## src/rtl/level_debouncer.sv

```systemverilog
// Switch debouncer: multi-flop synchroniser, four-state stability FSM, registered
// clean level, and a saturating count of rejected bounces.
module level_debouncer #(
    parameter  int SYNC_STAGES     = 2,
    parameter  int DEBOUNCE_CYCLES = 16,
    localparam int CNT_W           = $clog2(DEBOUNCE_CYCLES)
) (
    input  logic       clk,
    input  logic       reset_n,
    input  logic       sw_in,
    input  logic       clr_bounce,
    output logic       db_level,
    output logic [7:0] bounce_cnt
);

    // state  | meaning
    // ZERO   | level accepted low, watching for s=1
    // WAIT1  | s went high, counting stable-high cycles
    // ONE    | level accepted high, watching for s=0
    // WAIT0  | s went low, counting stable-low cycles
    typedef enum logic [1:0] {
        ST_ZERO  = 2'b00,
        ST_WAIT1 = 2'b01,
        ST_ONE   = 2'b11,
        ST_WAIT0 = 2'b10
    } state_t;

    localparam logic [CNT_W-1:0] CNT_MAX = CNT_W'(DEBOUNCE_CYCLES - 1);

    logic [SYNC_STAGES-1:0] sync_q, sync_d;
    state_t                 state_q, state_d;
    logic [CNT_W-1:0]       cnt_q, cnt_d;
    logic                   db_level_q, db_level_d;
    logic [7:0]             bounce_q, bounce_d;
    logic                   s;
    logic                   abort;

    assign s = sync_q[SYNC_STAGES-1];

    always_comb begin
        sync_d = {sync_q[SYNC_STAGES-2:0], sw_in};
    end

    always_comb begin
        state_d = state_q;
        cnt_d   = cnt_q;
        abort   = 1'b0;
        case (state_q)
            ST_ZERO: begin
                if (s) begin
                    state_d = ST_WAIT1;
                    cnt_d   = '0;
                end
            end
            ST_WAIT1: begin
                if (!s) begin
                    state_d = ST_ZERO;
                    abort   = 1'b1;
                end else if (cnt_q == CNT_MAX) begin
                    state_d = ST_ONE;
                end else begin
                    cnt_d = cnt_q + CNT_W'(1);
                end
            end
            ST_ONE: begin
                if (!s) begin
                    state_d = ST_WAIT0;
                    cnt_d   = '0;
                end
            end
            ST_WAIT0: begin
                if (s) begin
                    state_d = ST_ONE;
                    abort   = 1'b1;
                end else if (cnt_q == CNT_MAX) begin
                    state_d = ST_ZERO;
                end else begin
                    cnt_d = cnt_q + CNT_W'(1);
                end
            end
            default: begin
                state_d = ST_ZERO;
                cnt_d   = '0;
            end
        endcase

        // Output flop is loaded from the next state so it moves on the same edge as the FSM.
        db_level_d = (state_d == ST_ONE) || (state_d == ST_WAIT0);

        bounce_d = bounce_q;
        if (clr_bounce) begin
            bounce_d = 8'h00;
        end else if (abort && (bounce_q != 8'hFF)) begin
            bounce_d = bounce_q + 8'h01;
        end
    end

    always_ff @(posedge clk or negedge reset_n) begin
        if (!reset_n) begin
            sync_q     <= '0;
            state_q    <= ST_ZERO;
            cnt_q      <= '0;
            db_level_q <= 1'b0;
            bounce_q   <= 8'h00;
        end else begin
            sync_q     <= sync_d;
            state_q    <= state_d;
            cnt_q      <= cnt_d;
            db_level_q <= db_level_d;
            bounce_q   <= bounce_d;
        end
    end

    assign db_level   = db_level_q;
    assign bounce_cnt = bounce_q;

endmodule

```

## config.mk

```make
export PLATFORM = sky130hd
export DESIGN_NAME = level_debouncer
export DESIGN_NICKNAME = d
export VERILOG_FILES = /design/src/rtl/level_debouncer.sv
export SDC_FILE = /design/constraint.sdc
export NUM_CORES = 1
export LEC_CHECK = 0
export CORE_ASPECT_RATIO = 0.7
export CORE_MARGIN = 4
export CORE_UTILIZATION = 35
export CTS_BUF_LIST = sky130_fd_sc_hd__clkbuf_2 sky130_fd_sc_hd__clkbuf_4 sky130_fd_sc_hd__clkbuf_8
export DETAILED_ROUTE_END_ITERATION = 10
export GPL_TIMING_DRIVEN = 0
export PLACE_DENSITY_LB_ADDON = 0.08
export SKIP_LAST_GASP = 1
export SLEW_MARGIN = 0
export SYNTH_ARGS = -nofsm -noshare
export SYNTH_HDL_FRONTEND = slang
export SYNTH_SLANG_ARGS = --single-unit
```

## constraint.sdc

```tcl
create_clock -name clk -period 2.05 [get_ports clk]
set_clock_uncertainty 0.05 [all_clocks]
set_input_delay 0.41 -clock clk [delete_from_list [all_inputs] [get_ports clk]]
set_output_delay 0.41 -clock clk [all_outputs]
set_load 0.05 [all_outputs]
```

Yosys cells after proc, flatten, opt, wreduce, memory -nomap -nowiden
Index checks and enable logic that the tools add are counted.
{ "op_classes": {"add_sub_neg": 2, "eq_ne": 11, "muxes": 18, "reduce_logical": 5} }
{ "ops": {"columns": ["cell", "n"], "rows": [
  ["2-to-1 mux 4 bit", 5],
  ["2-to-1 mux 8 bit", 2],
  ["one-hot mux 4 bit (4 select lines)", 1],
  ["2-to-1 mux 2 bit", 6],
  ["adder 8 x 1 -> 8 bit, second input constant", 1],
  ["== test 2 bit, second input constant", 4],
  ["inequality test 2 bit, second input constant", 4],
  ["inequality test 8 bit, second input constant", 1],
  ["one-hot mux 2 bit (4 select lines)", 1],
  ["adder 4 x 1 -> 4 bit, second input constant", 1],
  ["== test 4 bit, second input constant", 1],
  ["AND reduction 4 bit", 1],
  ["== test 2 x 1 -> 1 bit, second input constant", 1],
  ["zero test 2 bit", 1],
  ["2-to-1 mux 1 bit", 2],
  ["one-hot mux 1 bit (2 select lines)", 1],
  ["nonzero test 2 bit", 1],
  ["logical AND 1 bit", 1],
  ["logical OR 1 bit", 1]
]} }
{ "word_totals": {"regBits": 17, "out_inout_bits": 9} }

Depth between registers and ports, before layout
{ "depth": {"word_depth": 6, "ltp_mapped": 5} }

Least setup slack after synthesis
Ideal clock, no wire load.
{ "synth_path": {"path_type": "register to register", "startpoint": "reg db_level (netlist name)", "endpoint": "reg bounce_q[0] (netlist: bounce_cnt[0])", "setup_ns": 0.125, "arrival_time_ns": 1.810, "required_ns": 1.875, "setup_slack_ns": 0.065, "path_stages_with_launch": 6, "path_cell_list": "dfrtp_1 > inv_1 > ha_1 > mux2_4 > o21a_1 > mux2_4"} }
{ "synth_rtl": {"columns": ["item", "line", "source"], "rows": [
  ["to (signal assigned)", "110", "bounce_q <= bounce_d;"],
  ["to (decl)", "34", "logic [7:0] bounce_q, bounce_d;"]
]} }

Worst setup path after layout
{ "layout_path": {"startpoint": "reg bounce_q[3] (netlist: bounce_cnt[3])", "endpoint": "out bounce_cnt[3]"} }
{ "layout_rtl": {"columns": ["item", "line", "source"], "rows": [
  ["to (decl)", "13", "output logic [7:0] bounce_cnt"]
]} }
No word-level cell between the ends.

==> flow_summary.toml <==
[outcome]
outcome = "completed"

[cts]
cts_hold_buf = 0
cts.sinks = 16
path_clk_slew_ns = 0.06
cts_buffers = 3
cts_root_buf = "clkbuf_8"
clk_latency_ns = 0.25
cts.path.max_buffers = 2
cts_tree = "yes"
h-tree-depth = 1

[worst_setup_path]
r2r_cells = 5
cp_num_buf_inv = 1
slowest_delay_ns = 0.84
worst_path_max_delay_cell = "clkdlybuf4s50_1"
cp_data_required_time_ns = 1.59
critPathKind = "register to primary output"
cp_data_arrival_time_ns = 1.53
start_kind = "register"
rrSetupSlack_ns = 0.08
cp.depth = 1
critPathTopFamily = "buffers and inverters"
crit_fanout = 6
endpoint_kind = "primary output"
crit_chain = "clkdlybuf4s50_1"

[power]
ir_drop_mv = 0.329
power_uw = 989
power_frac_clock_pct = 27.6
p_seq_share_pct = 40.9
power_density_nw_per_um2 = 819
comb_power_share_pct = 31.4
p_switching_uw = 332
p_leak_nw = 0.537
internal_power_uw = 657
switching_share_pct = 33.6

[logic_synthesis]
synth_warnings = 0
synth_area_sq_um = 987
syn_avg_cell_area_sq_um = 9.97
synth-edff-count = 0
ys_types = 36
synth_top_area_share_pct = 40.6
synth_ff_type = "dfrtp_1"
synthArstFlopShare_pct = 100
synth_seq_cells = 16
syn_inst = 99
synthTopCellsByArea = "dfrtp_1 (41%), ha_1 (8.9%), a211oi_1 (4.6%), mux2_4 (3.0%), nor2_1 (2.7%)"
ys_seq_area_share_pct = 40.6
synth_largest_area_cell = "dfrtp_1"
synth_nets = 110

[sta]
max_freq_mhz = 501
finalCriticalPeriod_ns = 1.99
fin_crit_sh_pct = 97.3
slew_viol_final = 0
finalSetupViolCount = 0
fin_tns_setup_ns = 0
rsz0062_at_grt = "true"
tightest_slew_ns = 0.710
timing.slew.headroom_pct = 52.5
hold_violations = 0

[route]
ant_nets = 0
via_per_inst = 5.40
dr.pass1.iters = 4
detail_route.iter0.violations = 105
wl_mm = 2.05
vias = 804
post_drt_wl_per_cell_um = 13.7
drcViolationCount = 0

[placement]
hpwlAfterDp_mm = 1.54
routabilityCongestion = 0.814
io_buffers = 12

[cells_and_area]
final_nets = 127
syn2layout_area_growth_pct = 22.4
diodes = 0
fillers = 231
seqCellArea_sq_um = 400
drive_gt1_share_pct = 8.70
layout_commonest_cell = "dfrtp_1"
multi_input_area_sq_um = 549
layout_common_cells = "dfrtp_1 (16), clkdlybuf4s50_1 (9), nor2_1 (7), ha_1 (7)"

[floorplanning]
num_rows = 15
core_area_sq_um = 2570
die_y_um = 52.4
dieArea_sq_um = 3750
die_x_um = 71.5
io_pins = 13
start_util_pct = 38.4

[global_route]
grtUsageTotal_pct = 11.6
grt_max_degree = 17
grt_pass1_vias = 665
grt_overflow = 0
grt_pass1_wl_mm = 3.26
antenna_found_initial = 0

[min_path]
hold_depth = 0
hold_class = "register to register"

[job]
drv_cap = 0
## layout make-up
cell class / instances / share of cell area, %
multi-input cells: 75 / 45.4
flip-flops and latches: 16 / 33.1
repair buffers: 12 / 10.2
clock buffers: 4 / 4.55
well taps: 34 / 3.52
inverters: 6 / 1.86
plain buffers: 2 / 1.24
## repair_timing
| action | 4_1_cts | 5_1_grt |
|---|---|---|
| resized for setup | 1 | 2 |
| setup endpoints to repair | 1 | 3 |
| setup buffers | 0 | 0 |
## sequential cells by signal, summed over array words and instances, names as in the netlist
name and count:
bounce_cnt 8, sync_q 2, state_q 1, db_level 1, cnt_q 4
## routing by layer
metal	track usage, %	routed length, um	vias to the layer above
li1	-	-	406
met1	17.8	1120	375
met2	14.3	811	19
met3	4.60	94	4
met4	3.13	17	0
met5	0	0	-
## power by group through the flow
| stage | clock network [mW] | logic (mW) | registers, mW |
|---|---|---|---|
| after CTS | 0.285 | 0.309 | 0.403 |
| final | 0.273 | 0.311 | 0.405 |
| after floorplan | 0 | 0.217 | 0.421 |
| after global placement | 0 | 0.308 | 0.410 |
| after global routing | 0.304 | 0.345 | 0.410 |
| after detailed placement | 0 | 0.311 | 0.408 |
## cells by family (layout without fill, tap and decap cells)
kind of cell             count (synthesis)  in the layout  share of synthesized area (%)
multiplexers                             8              8                           9.63
AO/OA/AOI/OAI                           26             26                           18.8
adder cells (fa/ha/maj)                  7              7                           8.87
flip-flops                              16             16                           40.6
buffers and inverters                    8             24                           3.80
AND/OR/NAND/NOR                         34             34                           18.4
## final timing paths
path / from / to
worst max-delay path: bounce_cnt[3]$_DFFE_PN0P_ / bounce_cnt[3]
worst min-delay path: sync_q[0]$_DFF_PN0_ / sync_q[1]$_DFF_PN0_
worst max register to register: state_q[0]$_DFF_PN0_ / bounce_cnt[7]$_DFFE_PN0P_
worst min register to register: sync_q[0]$_DFF_PN0_ / sync_q[1]$_DFF_PN0_
max in group asynchronous: reset_n / bounce_cnt[6]$_DFFE_PN0P_
min in group asynchronous: reset_n / db_level$_DFF_PN0_
## synth_stat cells, drive strengths merged, types with 2 or more instances
| library cell | number |
|---|---|
| nand2b | 2 |
| and3 | 2 |
| a31oi | 2 |
| nor4 | 2 |
| mux2 | 6 |
| nor2b | 4 |
| inv | 6 |
| a21oi | 5 |
| nor2 | 7 |
| a211oi | 6 |
| o21ai | 3 |
| nand2 | 4 |
| nand3 | 5 |
| ha | 7 |
| mux2i | 2 |
| dfrtp | 16 |
| nand4 | 4 |
## through the flow
| step | instance area, sq um | util (%) | instances | setup slack, ns | hold slack [ns] |
|---|---|---|---|---|---|
| after floorplan | 987 | - | 99 | 0.0647 | 0.0644 |
| after global placement | 1150 | 44.7 | 145 | 0.117 | 0.284 |
| after detailed placement | 1150 | 44.7 | 145 | 0.106 | 0.287 |
| after CTS | 1200 | 46.8 | 149 | 0.0158 | 0.301 |
| after global routing | 1210 | 47.0 | 149 | -0.00203 | 0.322 |
| final | 1210 | 47.0 | 149 | 0.0553 | 0.298 |
Note: power is estimated with default switching activity, not from simulation.
